### config.mk
export PLATFORM = sky130hd
export DESIGN_NAME = wb_port_sequencer_flat
export DESIGN_NICKNAME = d
export VERILOG_FILES = /design/src/rtl/wb_seq_pkg.sv /design/src/rtl/wb_port_sequencer_if.sv /design/src/rtl/wb_seq_perf_cnt.sv /design/src/rtl/wb_port_sequencer.sv /design/src/flat_wrapper.sv
export SDC_FILE = /design/constraint.sdc
export NUM_CORES = 1
export LEC_CHECK = 0
export BUFFER_PORTS_ARGS = -buffer_cell sky130_fd_sc_hd__buf_4
export CAP_MARGIN = 10
export CORE_MARGIN = 10
export CORE_UTILIZATION = 25
export CTS_BUF_LIST = sky130_fd_sc_hd__clkbuf_8
export DETAILED_ROUTE_END_ITERATION = 10
export MAX_ROUTING_LAYER = met4
export PLACE_DENSITY_LB_ADDON = 0.12
export SYNTH_ARGS = -nofsm -noshare
export SYNTH_HDL_FRONTEND = slang
export SYNTH_SLANG_ARGS = --single-unit
### constraint.sdc
create_clock -name clk -period 4.25 [get_ports clk]
set_clock_uncertainty 0.2 [all_clocks]
set_input_delay 0.2125 -clock clk [delete_from_list [all_inputs] [get_ports clk]]
set_output_delay 0.2125 -clock clk [all_outputs]
set_load 0.02 [all_outputs]
### src/rtl/wb_seq_pkg.sv
// Shared types and constants for the write-back port sequencer.
package wb_seq_pkg;

  // Default widths for the GPR and CRF write ports.
  localparam int DEF_DATA_W = 32;
  localparam int DEF_GPR_AW = 5;
  localparam int DEF_CRF_AW = 4;

  // GPR index that is hardwired to zero; writes to it are dropped.
  localparam int GPR_ZERO = 0;

  // IDLE accepts a new op every cycle; PEND2 issues the second half of a split pair write.
  typedef enum logic {
    IDLE  = 1'b0,
    PEND2 = 1'b1
  } wb_seq_state_t;

endpackage

### src/rtl/wb_port_sequencer_if.sv
// MEM/WB-side handshake plus the registered GPR/CRF write ports.
//
// Handshake: an op transfers on a rising edge where in_valid & in_ready are both 1.
// in_ready depends only on sequencer state, never on in_valid; the producer must hold
// all op fields stable while in_valid=1 and in_ready=0.
interface wb_port_sequencer_if
  import wb_seq_pkg::*;
#(
  parameter int DATA_W = DEF_DATA_W,
  parameter int GPR_AW = DEF_GPR_AW,
  parameter int CRF_AW = DEF_CRF_AW
) ();

  logic              in_valid;
  logic              in_ready;
  logic              gpr_we_in;
  logic [GPR_AW-1:0] gpr_addr_in;
  logic [DATA_W-1:0] gpr_data_in;
  logic              crf_we_in;
  logic              crf_pair_in;
  logic [CRF_AW-1:0] crf_addr1_in;
  logic [CRF_AW-1:0] crf_addr2_in;
  logic [DATA_W-1:0] crf_data1_in;
  logic [DATA_W-1:0] crf_data2_in;

  logic              gpr_we;
  logic [GPR_AW-1:0] gpr_waddr;
  logic [DATA_W-1:0] gpr_wdata;
  logic              crf_we;
  logic [CRF_AW-1:0] crf_waddr;
  logic [DATA_W-1:0] crf_wdata;

  // Pipeline side: drives ops, observes ready and the write ports.
  modport master (
    output in_valid, gpr_we_in, gpr_addr_in, gpr_data_in,
           crf_we_in, crf_pair_in, crf_addr1_in, crf_addr2_in, crf_data1_in, crf_data2_in,
    input  in_ready, gpr_we, gpr_waddr, gpr_wdata, crf_we, crf_waddr, crf_wdata
  );

  // Sequencer side.
  modport slave (
    input  in_valid, gpr_we_in, gpr_addr_in, gpr_data_in,
           crf_we_in, crf_pair_in, crf_addr1_in, crf_addr2_in, crf_data1_in, crf_data2_in,
    output in_ready, gpr_we, gpr_waddr, gpr_wdata, crf_we, crf_waddr, crf_wdata
  );

endinterface

### src/rtl/wb_seq_perf_cnt.sv
// Saturating 32-bit event counter with synchronous clear.
module wb_seq_perf_cnt (
  input  logic        clk,
  input  logic        rst,
  input  logic        inc_i,
  input  logic        clear_i,
  output logic [31:0] cnt_o
);

  logic [31:0] cnt_q;

  // Count events, sticking at all-ones instead of wrapping.
  always_ff @(posedge clk or posedge rst) begin
    if (rst) begin
      cnt_q <= '0;
    end else if (clear_i) begin
      cnt_q <= '0;
    end else if (inc_i && (cnt_q != '1)) begin
      cnt_q <= cnt_q + 32'd1;
    end
  end

  assign cnt_o = cnt_q;

endmodule

### src/rtl/wb_port_sequencer.sv
// Write-back port sequencer: owns the GPR and single CRF write port after MEM/WB.
// A CRF pair write to two distinct registers is split over two cycles, stalling
// the pipeline for exactly one bubble. Writes to GPR zero are suppressed.
// Optional: define WB_SEQ_PERF_EN to add bubble_cnt / pair_cnt performance counters.
module wb_port_sequencer
  import wb_seq_pkg::*;
#(
  parameter int DATA_W = DEF_DATA_W,
  parameter int GPR_AW = DEF_GPR_AW,
  parameter int CRF_AW = DEF_CRF_AW
) (
  input  logic                 clk,
  input  logic                 rst,
  wb_port_sequencer_if.slave   bus,
  output wb_seq_state_t        state_dbg_o
`ifdef WB_SEQ_PERF_EN
  ,
  output logic [31:0]          bubble_cnt,
  output logic [31:0]          pair_cnt
`endif
);

  wb_seq_state_t     state_q;
  logic              gpr_we_q;
  logic [GPR_AW-1:0] gpr_waddr_q;
  logic [DATA_W-1:0] gpr_wdata_q;
  logic              crf_we_q;
  logic [CRF_AW-1:0] crf_waddr_q;
  logic [DATA_W-1:0] crf_wdata_q;
  logic [CRF_AW-1:0] hold_addr_q;
  logic [DATA_W-1:0] hold_data_q;

  logic accept;
  logic pair_split;
  logic pair_same;

  // Ready is a pure function of state so it never forms a loop with in_valid.
  assign bus.in_ready = (state_q == IDLE);
  assign accept       = bus.in_valid & bus.in_ready;

  // Pair with distinct targets needs two CRF cycles; same target collapses to last-wins.
  assign pair_split = bus.crf_we_in & bus.crf_pair_in & (bus.crf_addr1_in != bus.crf_addr2_in);
  assign pair_same  = bus.crf_we_in & bus.crf_pair_in & (bus.crf_addr1_in == bus.crf_addr2_in);

  // Sequencer FSM with registered write-port outputs and second-write hold registers.
  always_ff @(posedge clk or posedge rst) begin
    if (rst) begin
      state_q     <= IDLE;
      gpr_we_q    <= 1'b0;
      gpr_waddr_q <= '0;
      gpr_wdata_q <= '0;
      crf_we_q    <= 1'b0;
      crf_waddr_q <= '0;
      crf_wdata_q <= '0;
      hold_addr_q <= '0;
      hold_data_q <= '0;
    end else begin
      case (state_q)
        IDLE: begin
          if (accept) begin
            gpr_we_q    <= bus.gpr_we_in & (bus.gpr_addr_in != GPR_AW'(GPR_ZERO));
            gpr_waddr_q <= bus.gpr_addr_in;
            gpr_wdata_q <= bus.gpr_data_in;
            crf_we_q    <= bus.crf_we_in;
            if (pair_same) begin
              crf_waddr_q <= bus.crf_addr2_in;
              crf_wdata_q <= bus.crf_data2_in;
            end else begin
              crf_waddr_q <= bus.crf_addr1_in;
              crf_wdata_q <= bus.crf_data1_in;
            end
            if (pair_split) begin
              hold_addr_q <= bus.crf_addr2_in;
              hold_data_q <= bus.crf_data2_in;
              state_q     <= PEND2;
            end
          end else begin
            gpr_we_q <= 1'b0;
            crf_we_q <= 1'b0;
          end
        end
        PEND2: begin
          gpr_we_q    <= 1'b0;
          crf_we_q    <= 1'b1;
          crf_waddr_q <= hold_addr_q;
          crf_wdata_q <= hold_data_q;
          state_q     <= IDLE;
        end
        default: begin
          gpr_we_q <= 1'b0;
          crf_we_q <= 1'b0;
          state_q  <= IDLE;
        end
      endcase
    end
  end

  assign bus.gpr_we    = gpr_we_q;
  assign bus.gpr_waddr = gpr_waddr_q;
  assign bus.gpr_wdata = gpr_wdata_q;
  assign bus.crf_we    = crf_we_q;
  assign bus.crf_waddr = crf_waddr_q;
  assign bus.crf_wdata = crf_wdata_q;
  assign state_dbg_o   = state_q;

`ifdef WB_SEQ_PERF_EN
  wb_seq_perf_cnt u_bubble_cnt (
    .clk     (clk),
    .rst     (rst),
    .inc_i   (state_q == PEND2),
    .clear_i (1'b0),
    .cnt_o   (bubble_cnt)
  );

  wb_seq_perf_cnt u_pair_cnt (
    .clk     (clk),
    .rst     (rst),
    .inc_i   (accept & pair_split),
    .clear_i (1'b0),
    .cnt_o   (pair_cnt)
  );
`endif

endmodule

### src/flat_wrapper.sv
// flat-port wrapper written by rule: the top's interface ports become plain ports
module wb_port_sequencer_flat import wb_seq_pkg::*;
#(
  parameter int DATA_W = DEF_DATA_W,
  parameter int GPR_AW = DEF_GPR_AW,
  parameter int CRF_AW = DEF_CRF_AW
)
  (clk, rst, state_dbg_o, bus_in_valid, bus_gpr_we_in, bus_gpr_addr_in, bus_gpr_data_in, bus_crf_we_in, bus_crf_pair_in, bus_crf_addr1_in, bus_crf_addr2_in, bus_crf_data1_in, bus_crf_data2_in, bus_in_ready, bus_gpr_we, bus_gpr_waddr, bus_gpr_wdata, bus_crf_we, bus_crf_waddr, bus_crf_wdata);
  wb_port_sequencer_if #(.DATA_W(DATA_W), .GPR_AW(GPR_AW), .CRF_AW(CRF_AW)) bus_i ();
  input  logic clk;
  input  logic rst;
  output wb_seq_state_t state_dbg_o;
  input wire logic [$bits(bus_i.in_valid)-1:0] bus_in_valid;
  input wire logic [$bits(bus_i.gpr_we_in)-1:0] bus_gpr_we_in;
  input wire logic [$bits(bus_i.gpr_addr_in)-1:0] bus_gpr_addr_in;
  input wire logic [$bits(bus_i.gpr_data_in)-1:0] bus_gpr_data_in;
  input wire logic [$bits(bus_i.crf_we_in)-1:0] bus_crf_we_in;
  input wire logic [$bits(bus_i.crf_pair_in)-1:0] bus_crf_pair_in;
  input wire logic [$bits(bus_i.crf_addr1_in)-1:0] bus_crf_addr1_in;
  input wire logic [$bits(bus_i.crf_addr2_in)-1:0] bus_crf_addr2_in;
  input wire logic [$bits(bus_i.crf_data1_in)-1:0] bus_crf_data1_in;
  input wire logic [$bits(bus_i.crf_data2_in)-1:0] bus_crf_data2_in;
  output wire logic [$bits(bus_i.in_ready)-1:0] bus_in_ready;
  output wire logic [$bits(bus_i.gpr_we)-1:0] bus_gpr_we;
  output wire logic [$bits(bus_i.gpr_waddr)-1:0] bus_gpr_waddr;
  output wire logic [$bits(bus_i.gpr_wdata)-1:0] bus_gpr_wdata;
  output wire logic [$bits(bus_i.crf_we)-1:0] bus_crf_we;
  output wire logic [$bits(bus_i.crf_waddr)-1:0] bus_crf_waddr;
  output wire logic [$bits(bus_i.crf_wdata)-1:0] bus_crf_wdata;
  assign bus_i.in_valid = bus_in_valid;
  assign bus_i.gpr_we_in = bus_gpr_we_in;
  assign bus_i.gpr_addr_in = bus_gpr_addr_in;
  assign bus_i.gpr_data_in = bus_gpr_data_in;
  assign bus_i.crf_we_in = bus_crf_we_in;
  assign bus_i.crf_pair_in = bus_crf_pair_in;
  assign bus_i.crf_addr1_in = bus_crf_addr1_in;
  assign bus_i.crf_addr2_in = bus_crf_addr2_in;
  assign bus_i.crf_data1_in = bus_crf_data1_in;
  assign bus_i.crf_data2_in = bus_crf_data2_in;
  assign bus_in_ready = bus_i.in_ready;
  assign bus_gpr_we = bus_i.gpr_we;
  assign bus_gpr_waddr = bus_i.gpr_waddr;
  assign bus_gpr_wdata = bus_i.gpr_wdata;
  assign bus_crf_we = bus_i.crf_we;
  assign bus_crf_waddr = bus_i.crf_waddr;
  assign bus_crf_wdata = bus_i.crf_wdata;
  wb_port_sequencer #(.DATA_W(DATA_W), .GPR_AW(GPR_AW), .CRF_AW(CRF_AW)) u_core (.clk(clk), .rst(rst), .bus(bus_i), .state_dbg_o(state_dbg_o));
endmodule
==> run metrics, run 1 <==
Final min period=between 3 and 4 ns; switching portion of total power=30.07%; Hold Crit Start=bus_in_valid; DRT antenna net count=0; Req. time, crit path=approximately 4.4 ns; met3 Resource Use GR=under 10%; placed insts=approximately 770; port bufs=~190; most common cell in the synthesized netlist=dfrtp_1; Syn Area/Cell=12.76 um^2; worst-margin pin slew=between 1 and 1.5 ns; Seq/Total Area, Yosys=59.51%; antenna violations before repair=0; placer congestion estimate=0.7434; CP Capture Type=flip-flop; GRT overflow=0; # setup viols final=0; Synth Net Count=484; R2R Path Start=u_core.state_dbg_o; total clock sinks=112; layout net count=around 800; post-DP HPWL=10640 um; EDFF count, synth=0; Avg WL per Cell=approximately 17 um; Die Y=157.3 um; core area=18640 um^2; DR pass1 iterations=4; crit start category=flip-flop; max_cap viols=0; Final Instance Count excl. Fillers=~930; Area Growth Syn to Fin=69.31%; Internal Dissipation=1.922 mW; Max VDD drop=roughly 0.00021 V; setup TNS=0 ns; M1 GR Usage=17.27%; hold endpoint=u_core.bus.crf_we; starting density of the core=25.26%; warnings from Yosys=0; WHS Path Cells=3; Clock Root Buffer=clkbuf_8; Die Footprint=24730 um^2; I/O pin cnt=192; # Post-CTS Setup Buffers=0; PD cells=344.7 nW/um^2; RSZ-0062 raised after global routing=no; Vias/cell=4.444; total track usage=13.20%; initial DRC count=160; CTS buffer count=9; share of cells above drive strength 1=40.92%; largest fanout on the critical path=40; Worst-path clk slew=approximately 0.11 ns; synthesized instance count=369; worst skew pair latency=0.38 ns; Synth area leader=dfrtp_1; Fmax=0.2827 GHz; Synth top cells by count=dfrtp_1 (112), nand2_1 (72), mux2_2 (68), a221o_1 (36), o21ai_0 (34); DR DRC count=0; Synth top area share=59.51%; setup slack, reg-to-reg=0.71 ns; CTS max path bufs=2; largest net degree at the start of global routing=79; distinct cell type count after synthesis=22; ys flop type=dfrtp_1; GRT met2 Usage=19.38%; first-pass GRT wire length=25190 um; die width=around 160 um; Leak=between 3 and 4 nW; number of global-route vias before repair=4520; min-delay worst type=input port to flip-flop; critical path class=flip-flop to flip-flop; Post-Syn Area=between 4000 and 5000 um^2; drt total wl=15920 um; H-tree depth=3; CTS tree=built; Fin. Hold Viols=0; post-cts sizing count=0; reg2reg path depth=7; Flop pwr share=a little under 50%; ant diodes=0; routed via count=4146; Cell Rows=50; GRT busiest layer=met2; Psw=0.8264 mW; synth top area cells=dfrtp_1 (60%), mux2_2 (16%), a221o_1 (7.7%), nand2_1 (5.7%), o21ai_0 (3.6%); combinational power share=29.1%; Yosys reg bits=112; Final Max Slew Viols=0; arrival time at the worst endpoint=between 3 and 4 ns; Clock power frac=22.3%; Crit Reg-Reg Endpoint=u_core.bus.crf_wdata[24]; status=finished, final reports clean; Hold Buf Count CTS=around 150; max_slew headroom=32.30%; Post-synth ARST share=between 90% and 100%; crit share post-route=~83%
[worst max-delay path: stages (launching register included)]
cell and delay [ns]:
dfrtp_2 0.73, inv_2 0.12, buf_4 0.40, nand2_1 0.16
nor3_4 0.63, buf_4 0.44, a221o_1 0.21, dlygate4sd3_1 0.56
[power by group through the flow]
stage	Combinational (mW)	Clock (mW)	Sequential, mW
2_1_floorplan	0.252	0	1.44
3_3_place_gp	0.654	0	1.35
3_5_place_dp	0.666	0	1.36
4_1_cts	0.809	0.651	1.34
5_1_grt	0.866	0.690	1.36
6_report	0.799	0.614	1.33
[sequential cells by signal, summed over array words and instances (netlist names)]
| name | flops |
|---|---|
| u_core.bus.crf_waddr | 4 |
| u_core.hold_addr_q | 4 |
| u_core.bus.crf_wdata | 32 |
| u_core.state_dbg_o | 1 |
| u_core.bus.gpr_waddr | 5 |
| u_core.hold_data_q | 32 |
| u_core.bus.gpr_wdata | 32 |
| u_core.bus.crf_we | 1 |
| u_core.bus.gpr_we | 1 |
[how the worst max path moves through the flow]
stage	startpoint	endpoint	slack [ns]	cells after the start
2_1_floorplan	rst	u_core.bus.crf_waddr[0]	0.88	1
3_3_place_gp	u_core.state_dbg_o	u_core.bus.crf_wdata[20]	1.36	6
3_5_place_dp	u_core.state_dbg_o	u_core.bus.crf_wdata[8]	1.29	6
4_1_cts	u_core.state_dbg_o	u_core.bus.crf_wdata[17]	0.74	7
5_1_grt	u_core.state_dbg_o	u_core.bus.crf_wdata[22]	0.48	7
6_report	u_core.state_dbg_o	u_core.bus.crf_wdata[24]	0.71	7
[layout by cell type (no fill, tap or decap), drive strengths merged]
master,count
o311a,1
o21ai,34
dfrtp,112
xnor2,4
clkinvlp,3
clkinv,1
clkbuf,10
a22o,2
nor3,1
nand2,72
buf,195
inv,4
nor2,1
a221o,36
or3,1
o21a,1
nor2b,1
dlygate4sd3,145
mux2,73
nand4,2
[logic make-up after synthesis]
| kind of cell | Yosys count | synth area share (%) |
|---|---|---|
| AO/OA/AOI/OAI | 74 | 12.01 |
| XOR/XNOR | 4 | 0.7438 |
| buffers and inverters | 28 | 3.135 |
| flip-flops | 112 | 59.51 |
| multiplexers | 73 | 17.45 |
| AND/OR/NAND/NOR | 78 | 7.147 |
[through the flow]
stage / utilization, % / hold slack, ns / worst slack, ns / area [um^2] / power [mW]
2_1_floorplan: - / 0.1304 / 0.8785 / 4710 / 1.697
3_3_place_gp: 34.02 / 0.2434 / 1.358 / 6342 / 2.008
3_5_place_dp: 34.02 / 0.2441 / 1.295 / 6342 / 2.022
4_1_cts: 42.77 / 0.02075 / 0.7448 / 7974 / 2.796
5_1_grt: 42.77 / 0.04848 / 0.4798 / 7974 / 2.915
6_report: 42.77 / 0.04032 / 0.7130 / 7974 / 2.748
[per-layer routing]
layer,vias to the layer above,wire [um]
li1,1982,-
met1,1994,7420
met2,155,7176
met3,15,1081
met4,0,245
met5,-,0
[area by class of cell]
cell class	instances	area [um^2]
Fill cell	1762	10670
Clock buffer	10	137.6
Tap cell	234	292.8
Timing Repair Buffer	340	2915
Sequential cell	112	2804
Clock inverter	5	42.54
Multi-Input combinational cell	229	1768
Inverter	3	13.76
Note: power is estimated with default switching activity, not from simulation.
==> run 2, diff against run 1 <==
clock period = 3.6 ns   (was 4.25 ns; I/O delays follow)
==> run 2 against run 1 <==
Sequential power is 18% higher. Die area did not move. Final cell count is 0.32% higher. Total power grew 19%. First-iteration DRC count up 67%. Sequential share of layout area decreased by 0.13 points. Clock-buffer cell count grew 2. Worst setup slack lost 0.071 ns. Critical path depth grew 1. Via count grew 0.12%. Global-route usage is 0.39 points higher. Critical path type is now input port to flip-flop.
==> run metrics, run 2 (same netlist as run 1, synthesis figures left out) <==
Worst-path clk slew=0.11 ns (about the same); Cell Rows=50 (unchanged); Psw=0.9629 mW (was 0.8264 mW); # Post-CTS Setup Buffers=0 (unchanged); port bufs=191 (unchanged); Hold Buf Count CTS=145 (unchanged); ant diodes=0 (unchanged); worst skew pair latency=0.38 ns (about the same); antenna violations before repair=0 (unchanged); crit start category=input port (was flip-flop); CTS buffer count=9 (unchanged); arrival time at the worst endpoint=3.07 ns (was 3.66 ns); placer congestion estimate=0.7163 (was 0.7434); worst-margin pin slew=0.8880 ns (was 1.016 ns); GRT overflow=0 (unchanged); starting density of the core=25.26% (unchanged); Final Max Slew Viols=0 (unchanged); max_cap viols=0 (unchanged); status=finished, final reports clean (unchanged); Crit path largest cell delay=0.56 ns (was 0.73 ns); combinational power share=29.1% (about the same); routed via count=4151 (was 4146); worst setup margin=0.6422 ns (was 0.7130 ns); DRT antenna net count=0 (unchanged); fillcell total=1770 (was 1762); number of global-route vias before repair=4753 (was 4520); I/O pin cnt=192 (unchanged); crit-path cells=dlygate4sd3_1 > buf_4 > xnor2_1 > nand4_2 > nor3_4 > buf_4 > a221o_1 > dlygate4sd3_1 (was inv_2 > buf_4 > nand2_1 > nor3_4 > buf_4 > a221o_1 > dlygate4sd3_1); Clock Root Buffer=clkbuf_8 (unchanged); first-pass GRT wire length=26040 um (was 25190 um); core area=18640 um^2 (unchanged); Final Instance Count excl. Fillers=936 (was 933); H-tree depth=3 (unchanged); Area Growth Syn to Fin=69.93% (was 69.31%); family with the most delay on the worst path=buffers and inverters (unchanged); max_slew headroom=40.80% (was 32.30%); Flop pwr share=47.9% (was 48.6%); DR pass1 iterations=4 (unchanged); Vias/cell=4.435 (was 4.444); Die Footprint=24730 um^2 (unchanged); drt total wl=15920 um (about the same); largest net degree at the start of global routing=69 (was 79); PD cells=408.4 nW/um^2 (was 344.7 nW/um^2); min-delay worst type=input port to flip-flop (unchanged); crit share post-route=approximately 82%; switching portion of total power=29.46% (was 30.07%); Max VDD drop=0.0001755 V (was 0.0002085 V); Fin. Hold Viols=0 (unchanged); Internal Dissipation=2.305 mW (was 1.922 mW); area of the multi-input gates=1768 um^2 (unchanged); total track usage=13.58% (was 13.20%); initial DRC count=267 (was 160); DR DRC count=0 (unchanged); Req. time, crit path=3.71 ns (was 4.37 ns); # setup viols final=0 (unchanged); CP bufs+invs=4 (unchanged); Fmax=0.3381 GHz; critical path class=input port to flip-flop (was flip-flop to flip-flop); largest fanout on the critical path=26 (was 40); Clock power frac=23.0% (was 22.3%); highest-count cells in the layout ignoring fill and taps=buf_4 (197), dlygate4sd3_1 (145), dfrtp_1 (111) (was buf_4 (195), dlygate4sd3_1 (145), dfrtp_1 (111)); dpl ws=1.223 ns (was 1.295 ns); post-cts sizing count=0 (unchanged); CP Capture Type=flip-flop (unchanged); CP max stage cell=dlygate4sd3_1 (was dfrtp_2); layout net count=812 (was 810); CTS tree=built (unchanged); total clock sinks=112 (unchanged); Final min period=2.958 ns; share of cells above drive strength 1=41.03% (was 40.92%); Die Y=157.3 um (unchanged); RSZ-0062 raised after global routing=no (unchanged); placed insts=775 (was 773); Leak=3.694 nW (was 3.668 nW); Avg WL per Cell=17.01 um (was 17.07 um); most common cell after layout, fill and taps aside=buf_4 (unchanged); post-DP HPWL=10530 um (was 10640 um); FF+latch area=2804 um^2 (unchanged); die width=157.3 um (unchanged); setup TNS=0 ns (unchanged); CTS max path bufs=2 (unchanged)
-- run 2: cell types whose count changed in the layout (fill, tap and decap cells not counted) --
cell,before,now
inv_8,1,0
clkbuf_8,10,12
clkinvlp_4,3,1
clkinv_4,1,2
inv_1,1,2
buf_4,195,197
-- run 2: power by group through the flow --
stage | Sequential [mW] | Clock, mW | Combinational (mW)
after floorplan | 1.71 | 0 | 0.297
after global placement | 1.59 | 0 | 0.785
after detailed placement | 1.59 | 0 | 0.795
after CTS | 1.57 | 0.790 | 0.963
after global routing | 1.59 | 0.826 | 1.04
final | 1.57 | 0.752 | 0.950
-- run 2: stage by stage --
step	utilization (%)	hold slack (ns)	cell area [um^2]	total power [mW]
after global routing	42.93	0.1959	8003	3.458
after detailed placement	34.10	0.2138	6357	2.385
final	42.93	0.1687	8003	3.268
after floorplan	-	0.09787	4710	2.003
after CTS	42.93	0.1584	8003	3.319
after global placement	34.10	0.2114	6357	2.370
-- run 2: worst paths after layout --
kind / start / end / slack, ns / cells after the start
max: bus_crf_addr2_in[3] / u_core.bus.crf_wdata[24] / 0.64 / 8
max reg2reg: u_core.state_dbg_o / u_core.bus.crf_wdata[24] / 0.85 / 6
max in group asynchronous: rst / u_core.bus.gpr_wdata[18] / 1.96 / 4
min in group asynchronous: rst / u_core.bus.gpr_wdata[14] / 0.30 / 3
min reg2reg: u_core.hold_data_q[29] / u_core.hold_data_q[29] / 0.31 / 1
min: bus_in_valid / u_core.bus.crf_wdata[28] / 0.17 / 3
-- run 2: area by class of cell --
cell class              count  area share, %
inverters                   3         0.1720
multi-input cells         229          22.09
clock buffers              12          2.064
repair buffers            342          36.62
clock inverters             4         0.3596
flip-flops and latches    112          35.04
well taps                 234          3.659
-- run 2: routing by layer --
| layer | share of wire (%) | vias up | track usage, % |
|---|---|---|---|
| met2 | 47 | 136 | 21.78 |
| met5 | 0 | - | - |
| met3 | 7.1 | 12 | 3.821 |
| met4 | 1.0 | 0 | 3.606 |
| met1 | 45 | 2023 | 16.51 |
| li1 | - | 1980 | - |
-- run 2: worst reg2reg max path, cell delays in order, from the launching register on --
cell           delay (ns)
dfrtp_2              0.56
inv_2                0.11
nand2_1              0.08
nor3_4               0.52
buf_4                0.44
a221o_1              0.22
dlygate4sd3_1        0.55
